## config.mk

```make
export PLATFORM = sky130hd
export DESIGN_NAME = mole_round_scheduler
export DESIGN_NICKNAME = d
export VERILOG_FILES = /design/src/rtl/mole_round_scheduler.sv
export SDC_FILE = /design/constraint.sdc
export NUM_CORES = 1
export LEC_CHECK = 0
export ABC_AREA = 1
export CAP_MARGIN = 20
export CORE_ASPECT_RATIO = 0.6
export CORE_UTILIZATION = 54
export CTS_BUF_LIST = sky130_fd_sc_hd__clkbuf_4 sky130_fd_sc_hd__clkbuf_8
export DETAILED_ROUTE_END_ITERATION = 8
export GPL_TIMING_DRIVEN = 0
export PLACE_DENSITY = 0.9
export SLEW_MARGIN = 20
export SYNTH_ARGS = -nofsm -noshare
export SYNTH_HDL_FRONTEND = slang
export SYNTH_SLANG_ARGS = --single-unit
```

## constraint.sdc

```tcl
create_clock -name clk -period 3.52 [get_ports clk]
set_clock_uncertainty 0.15 [all_clocks]
set_input_delay 0.352 -clock clk [delete_from_list [all_inputs] [get_ports clk]]
set_output_delay 0.352 -clock clk [all_outputs]
set_load 0.05 [all_outputs]
```

## src/rtl/mole_round_scheduler.sv

```systemverilog
// Whack-A-Mole round controller: spawns moles from the LFSR, times them by level, judges hits/misses.
// Optional streak bonus (4th consecutive hit scores +2) is enabled by defining MOLE_STREAK_BONUS_EN.
module mole_round_scheduler #(
  parameter int NUM_HOLES    = 8,
  parameter int UP_TIME_BASE = 1000,
  parameter int UP_TIME_STEP = 125,
  parameter int GAP_TICKS    = 200,
  parameter int LEVEL_STEP   = 10,
  parameter int MAX_LEVEL    = 7,
  parameter int MAX_MISSES   = 5
) (
  input  logic       clk,
  input  logic       rst,
  input  logic       tick,
  input  logic [7:0] sw,
  input  logic [7:0] random,
  output logic [7:0] led,
  output logic [7:0] score,
  output logic [2:0] level,
  output logic [2:0] misses,
  output logic       hit_pulse,
  output logic       game_over
);

  localparam logic [2:0] S_IDLE  = 3'd0;
  localparam logic [2:0] S_GAP   = 3'd1;
  localparam logic [2:0] S_SPAWN = 3'd2;
  localparam logic [2:0] S_UP    = 3'd3;
  localparam logic [2:0] S_OVER  = 3'd4;

  logic [2:0]  state;
  logic [2:0]  prev_hole;
  logic [15:0] timer;
  logic [7:0]  sync1, sync2, delayed;
  logic [7:0]  toggle;
  logic [4:0]  unused_random;
  logic [31:0] quot;
  logic [2:0]  level_calc;
  logic [15:0] up_time;
  logic [2:0]  hole_pick;
  logic        hit, wrong, expire;
  logic [1:0]  add;
  logic [8:0]  score_sum;
  logic [7:0]  score_next;
  logic [2:0]  misses_next;

  // Synchroniser flops carry no reset so a held switch never looks like a toggle after rst.
  always_ff @(posedge clk) begin
    sync1   <= sw;
    sync2   <= sync1;
    delayed <= sync2;
  end

  assign toggle        = sync2 ^ delayed;
  assign unused_random = random[7:3];

  always_comb begin
    quot = {24'd0, score} / LEVEL_STEP;
    if (quot + 32'd1 >= MAX_LEVEL) level_calc = 3'(MAX_LEVEL);
    else                           level_calc = 3'(quot + 32'd1);
  end

  assign up_time   = 16'(UP_TIME_BASE - (32'(level) - 32'd1) * UP_TIME_STEP);
  assign hole_pick = (random[2:0] == prev_hole) ? random[2:0] + 3'd1 : random[2:0];

  // In UP the lit LED is exactly 1<<prev_hole, so anything outside it is a wrong switch.
  assign hit    = toggle[prev_hole];
  assign wrong  = |(toggle & ~led);
  assign expire = tick && (timer == 16'd1);

`ifdef MOLE_STREAK_BONUS_EN
  logic [1:0] streak;

  always_ff @(posedge clk) begin
    if (rst)
      streak <= 2'd0;
    else if (state == S_UP && hit)
      streak <= (streak == 2'd3) ? 2'd0 : streak + 2'd1;
    else if (state == S_UP && (wrong || expire))
      streak <= 2'd0;
  end

  assign add = (streak == 2'd3) ? 2'd2 : 2'd1;
`else
  assign add = 2'd1;
`endif

  assign score_sum   = {1'b0, score} + {7'd0, add};
  assign score_next  = score_sum[8] ? 8'hFF : score_sum[7:0];
  assign misses_next = misses + 3'd1;

  always_ff @(posedge clk) begin
    if (rst) begin
      state     <= S_IDLE;
      led       <= 8'h00;
      score     <= 8'd0;
      level     <= 3'd1;
      misses    <= 3'd0;
      hit_pulse <= 1'b0;
      game_over <= 1'b0;
      prev_hole <= 3'd0;
      timer     <= 16'd0;
    end else begin
      hit_pulse <= 1'b0;
      level     <= level_calc;
      case (state)
        S_IDLE: begin
          led <= 8'h00;
          if (|toggle) begin
            state <= S_GAP;
            timer <= 16'(GAP_TICKS);
          end
        end
        S_GAP: begin
          led <= 8'h00;
          if (tick) begin
            timer <= timer - 16'd1;
            if (timer == 16'd1) state <= S_SPAWN;
          end
        end
        S_SPAWN: begin
          led       <= 8'b1 << hole_pick;
          prev_hole <= hole_pick;
          timer     <= up_time;
          state     <= S_UP;
        end
        S_UP: begin
          // A hit wins over any simultaneous wrong toggle or expiry.
          if (hit) begin
            score     <= score_next;
            hit_pulse <= 1'b1;
            led       <= 8'h00;
            timer     <= 16'(GAP_TICKS);
            state     <= S_GAP;
          end else if (wrong || expire) begin
            misses <= misses_next;
            if (misses_next == 3'(MAX_MISSES)) begin
              led       <= 8'hFF;
              game_over <= 1'b1;
              state     <= S_OVER;
            end else begin
              led   <= 8'h00;
              timer <= 16'(GAP_TICKS);
              state <= S_GAP;
            end
          end else if (tick) begin
            timer <= timer - 16'd1;
          end
        end
        S_OVER: begin
          led       <= 8'hFF;
          game_over <= 1'b1;
        end
        default: state <= S_IDLE;
      endcase
    end
  end

endmodule

```

## Yosys cells after proc, flatten, opt, wreduce, memory -nomap -nowiden

Index checks and enable logic that the tools add are counted.

- Bits in registers: 70
- Bits in latches: 0
- Memory bits (writable): 0
- ROM bits: 0
- Input bits: 19
- Logic and storage cells: 90
- Memories: 0

- Add/subtract/negate cells: 7
- $mul: 1
- Div/mod/pow operators: 1
- Order comparisons: 2
- Eq/ne operators: 15
- Shifts and indexed selects: 1
- Mux-type cells: 27
- Bitwise gates (word level): 6
- Reductions and logical operators: 17

Operators with widths:

| kind | count |
|---|---|
| $mux W16 | 5 |
| $pmux W16 S4 | 1 |
| $add A32 B1 Y32 const B | 1 |
| $div A8 B4 Y32 const B | 1 |
| $ge A32 B3 Y1 const B | 1 |
| $mux W8 | 4 |
| $pmux W8 S4 | 1 |
| $mux W3 | 8 |
| $eq A16 B1 Y1 const B | 1 |
| $reduce_or A8 Y1 | 2 |
| $sub A16 B1 Y16 const B | 1 |
| $pmux W3 S5 | 1 |
| $sub A11 B12 Y13 const A | 1 |
| $mul A4 B8 Y12 const B | 1 |
| $ne A2 B2 Y1 const B | 6 |
| $add A8 B1 Y9 const B | 1 |
| $and A8 B8 Y8 | 1 |
| $not A8 Y8 | 1 |
| $reduce_bool A4 Y1 | 2 |
| $shl A1 B3 Y8 const A | 1 |
| $xor A8 B8 Y8 | 1 |
| $add A3 B1 Y3 const B | 2 |
| $eq A3 B2 Y1 const B | 2 |
| $eq A3 B3 Y1 const B | 2 |
| other kinds (19) | 29 |

## Longest topological paths before layout

- Depth in word-level cells: 7
- Depth in mapped cells: 28
- Depth with buffers taken out: 28

## Least setup slack after synthesis

OpenSTA, ideal clock, no wires.

- Kind: register to register
- Start point: register level[0]
- End point: register timer[9]
- Setup time: 128 ps
- Arrival time: 3901 ps
- Required time: 3242 ps
- Setup slack: -658 ps
- Stages on the path, launching flop included: 17
- Clock period less this slack: 4178 ps
- Cell sequence: dfxtp_1 -> inv_1 -> ha_1 -> xor2_1 -> ha_1 -> ha_1 -> inv_1 -> fa_1 -> ha_1 -> nand3_1 -> and2_0 -> o31ai_1 -> nand3_1 -> a21oi_1 -> o22ai_1 -> a21oi_1 -> nor2_1

- Word-level cells in the longest chain between the ends: 4

RTL lines:

| item | RTL line | RTL |
|---|---|---|
| start: declaration | 19 | `output logic [2:0] level,` |
| start signal: assignment | 105 | `level <= level_calc;` |
| $sub A3 B1 Y4 | 63 | `assign up_time = 16'(UP_TIME_BASE - (32'(level) - 32'd1) * UP_TIME_STEP);` |
| $mul A4 B8 Y12 | 63 |  |
| $sub A11 B12 Y13 | 63 |  |
| $pmux W16 S4 | 106 | `case (state)` |
| end signal: assignment | 111 | `timer <= 16'(GAP_TICKS);` |
| end signal: assignment | 117 | `timer <= timer - 16'd1;` |
| end signal: assignment | 124 | `timer <= up_time;` |
| end: declaration | 33 | `logic [15:0] timer;` |

Every way passes these cells.
A chain may end at the register's enable or synchronous reset.

## Final worst setup path

- Start point: register score[5]
- End point: register level[0]

- Word-level cells in the longest chain between the ends: 4

RTL lines:

| item | RTL line | RTL |
|---|---|---|
| start: declaration | 18 | `output logic [7:0] score,` |
| start signal: assignment | 130 | `score <= score_next;` |
| $div A8 B4 Y32 * | 58 | `quot = {24'd0, score} / LEVEL_STEP;` |
| $add A32 B1 Y32 * | 60 | `else level_calc = 3'(quot + 32'd1);` |
| $ge A32 B3 Y1 | 59 | `if (quot + 32'd1 >= MAX_LEVEL) level_calc = 3'(MAX_LEVEL);` |
| $reduce_or A2 Y1 (no source line) | - |  |

Mark *: on every way between the ends. The rest lies on a longest branch, timed or not.

==> summary.md <==
| Metric | Value |
|---|---|
| Final Wtd Congestion | `0.924` |
| Post-layout power | `0.00193 W` |
| Initial Util | `57.9%` |
| Area share of fa/ha/maj cells after synthesis | `9.98%` |
| Top cell type's share of synthesized area | `32.1%` |
| Final period utilization | `104%` |
| N_diodes | `0` |
| Final setup violating endpoints | `3` |
| Clock buffer depth | `2` |
| Initial antenna violation count | `0` |
| RSZ-0062 raised after global routing | `yes` |
| CTS tree | `built` |
| Layout Cells excl Fill | `781` |
| Count of different cell masters after synthesis | `54` |
| Die Width | `118 um` |
| Hold WC Path Type | `reg2reg` |
| CP max stage delay | `370 ps` |
| Reg power frac | `44.3%` |
| Area grow syn2layout | `29.9%` |
| Final hold vios | `0` |
| Vias in the first global route | `3906` |
| Total Routing Usage GR | `28.3%` |
| VDD IR max | `419 uV` |
| Most frequent cells in the layout | `89 x nand2_1, 84 x inv_1, 64 x dfxtp_1` |
| Switching pwr | `0.000539 W` |
| WP data required | `3630 ps` |
| CTS Sinks | `70` |
| Grt total ovfl | `0` |
| Synth Register Bits | `70` |
| Initial DRC count | `506` |
| Post-synth EDFFs | `0` |
| Wire length per cell | `16.8 um` |
| DPL Wire Length | `8380 um` |
| H-tree depth | `3` |
| CP endpoint kind | `register` |
| Fin crit period | `3650 ps` |
| Vias per inst | `5.84` |
| Hold Buf Count CTS | `0` |
| Post-Synth XOR/XNOR Area | `6.02%` |
| CP max-delay cell | `dfxtp_4` |
| Die Height | `71.6 um` |
| Post-synth net total | `645` |
| Nets | `724` |
| Clock-pin slew on the worst setup and hold paths | `80 ps` |
| Comb power frac | `12.9%` |
| Ys flop type | `dfxtp_1` |
| Die area | `8450 um^2` |
| Synth Area in Simple Gates | `27.5%` |
| Switching share of total power | `27.9%` |
| Syn Area/Cell | `7.36 um^2` |
| Post-synthesis compound-gate area fraction | `15.2%` |
| Final hold slack | `179 ps` |
| Int Power | `0.00139 W` |
| Largest net degree at the start of global routing | `15` |
| Crit Path Category | `reg2reg` |
| Syn Inst Count | `593` |
| Max-Slew Margin vs Limit | `55.3%` |
| Least-Margin Pin Slew | `663 ps` |
| LEAKAGE | `2.53 nW` |
| Fmax | `274 MHz` |
| Startpoint Class | `register` |
| Routed WL | `13100 um` |
| Worst Path Max Fanout | `5` |
| Pins Over Slew Limit | `0` |
| Status | `finished, violations left` |
| Clock latency on the worst-skew pair | `370 ps` |
| Final instance area | `5670 um^2` |
| First-pass GRT wire length | `18800 um` |
| Ports | `43` |
| Most common cell after layout, fill and taps aside | `nand2_1` |
| Power per Cell Area | `341 nW/um^2` |
| Crit path DAT | `3760 ps` |
| Area after DPL | `4870 um^2` |
| Core ar. | `7540 um^2` |
| Clk pwr share | `42.8%` |
| Mux cell area share after synthesis | `0.229%` |
| Post-layout util | `75.2%` |
| Area leader, netlist | `dfxtp_1` |
| Drt first pass iters | `6` |
| Vias | `4561` |
| Mapped cell area | `4360 um^2` |
| Final WS setup | `-133 ps` |
| Root Buffer | `clkbuf_8` |
| Post-synth ARST share | `0%` |
| Post-route ant nets | `0` |
| Synth Warn # | `0` |
| Layout cells sized above 1 | `19.8%` |
| Top cells by area, synth | `dfxtp_1 32%, ha_1 8.6%, nand2_1 8.1%` |
| Failing checks | `setup timing` |
| DRC Markers | `0` |
| CTS Buf Count | `9` |
| Main combinational cell family by area after synthesis | `simple AND/OR/NAND/NOR gates` |
| Seq/Total Area, Yosys | `32.1%` |
| Dpl cells | `733` |
| Max Cap Viol | `0` |
| Core Rows | `24` |
| Number of I/O port buffers | `36` |
## cells in the mapped netlist (2+ instances only)
master / count
clkbuf_1: 6
nand3_1: 29
inv_1: 87
nand2_1: 94
a211oi_1: 3
a211o_1: 2
o21ai_0: 36
a22oi_1: 2
o221ai_1: 2
inv_2: 3
a221oi_1: 4
xnor2_1: 12
nand3_2: 5
nor3_1: 11
nand2_4: 3
a31oi_1: 2
nor4_1: 2
nand4_1: 9
nor2_2: 2
o22ai_1: 4
dfxtp_1: 70
o311ai_0: 2
ha_1: 30
o211ai_1: 5
nand3b_1: 2
nand2_2: 12
fa_1: 3
or2_2: 6
a41oi_1: 2
xor2_1: 18
a21oi_1: 42
nor2_1: 61
## worst paths after layout
check	from	to	slack [ps]	depth (start not counted)
worst max-delay path	score[5]	level[0]	-130	25
worst max register to register	score[5]	level[0]	-130	25
worst min register to register	sync1[3]	sync2[3]	180	0
worst min-delay path	sync1[3]	sync2[3]	180	0
## logic make-up after synthesis
| family | after synthesis |
|---|---|
| XOR/XNOR | 30 |
| multiplexers | 1 |
| adder cells (fa/ha/maj) | 33 |
| buffers and inverters | 101 |
| AND/OR/NAND/NOR | 246 |
| flip-flops | 70 |
| AO/OA/AOI/OAI | 112 |
## what timing repair did
item	in CTS	in global routing
buffers inserted	10	22
endpoints found under the hold margin	0	0
pin swaps	13	43
gates resized for setup	25	41
endpoints found under the setup margin	9	8
## per-stage QoR
| step | worst slack, ps | TNS [ps] |
|---|---|---|
| 2_1_floorplan | -96.9 | -145 |
| 3_3_place_gp | -412 | -1860 |
| 3_5_place_dp | -479 | -2610 |
| 4_1_cts | 1.77 | 0 |
| 5_1_grt | -269 | -937 |
| 6_report | -133 | -221 |
## layer usage
metal | global-route usage, % | part of all wire (%) | wire length (um) | vias to the layer above
li1 | - | - | - | 2114
met1 | 38.9 | 41 | 5450 | 2074
met2 | 42.7 | 44 | 5780 | 316
met3 | 10.4 | 12 | 1570 | 57
met4 | 5.98 | 2.7 | 349 | 0
met5 | 0 | 0 | 0 | -
## sequential cells by signal, indices dropped and copies added (netlist names)
register / count
delayed: 8
hit_pulse: 1
state: 3
score: 8
led: 8
game_over: 1
sync2: 8
sync1: 8
level: 3
timer: 16
misses: 3
prev_hole: 3
## worst max-delay path, delay by kind of cell (launching register included)
kind	cells	cell delay, ps
AOI/OAI and AO/OA	2	340
xor gates and xnor gates	1	130
adders and majority gates	2	430
buffers and inverters	1	80
DFF	1	370
and+or+nand+nor	19	2020
## power by group through the flow
stage / registers [W] / logic (W) / clock network [W]
3_5_place_dp: 0.000873 / 0.000233 / 0
4_1_cts: 0.000854 / 0.000236 / 0.000830
2_1_floorplan: 0.000877 / 0.000154 / 0
5_1_grt: 0.000859 / 0.000270 / 0.000880
3_3_place_gp: 0.000870 / 0.000224 / 0
6_report: 0.000855 / 0.000250 / 0.000828
## area by class of cell
cell class,count,area [um^2]
Multi-Input combinational cell,422,2840
Fill cell,492,1870
Sequential cell,70,1420
Clock inverter,7,128
Timing Repair Buffer,68,613
Tap cell,104,130
Inverter,92,370
Buffer,9,46.3
Clock buffer,9,124
(Power assumes the default switching activity.)
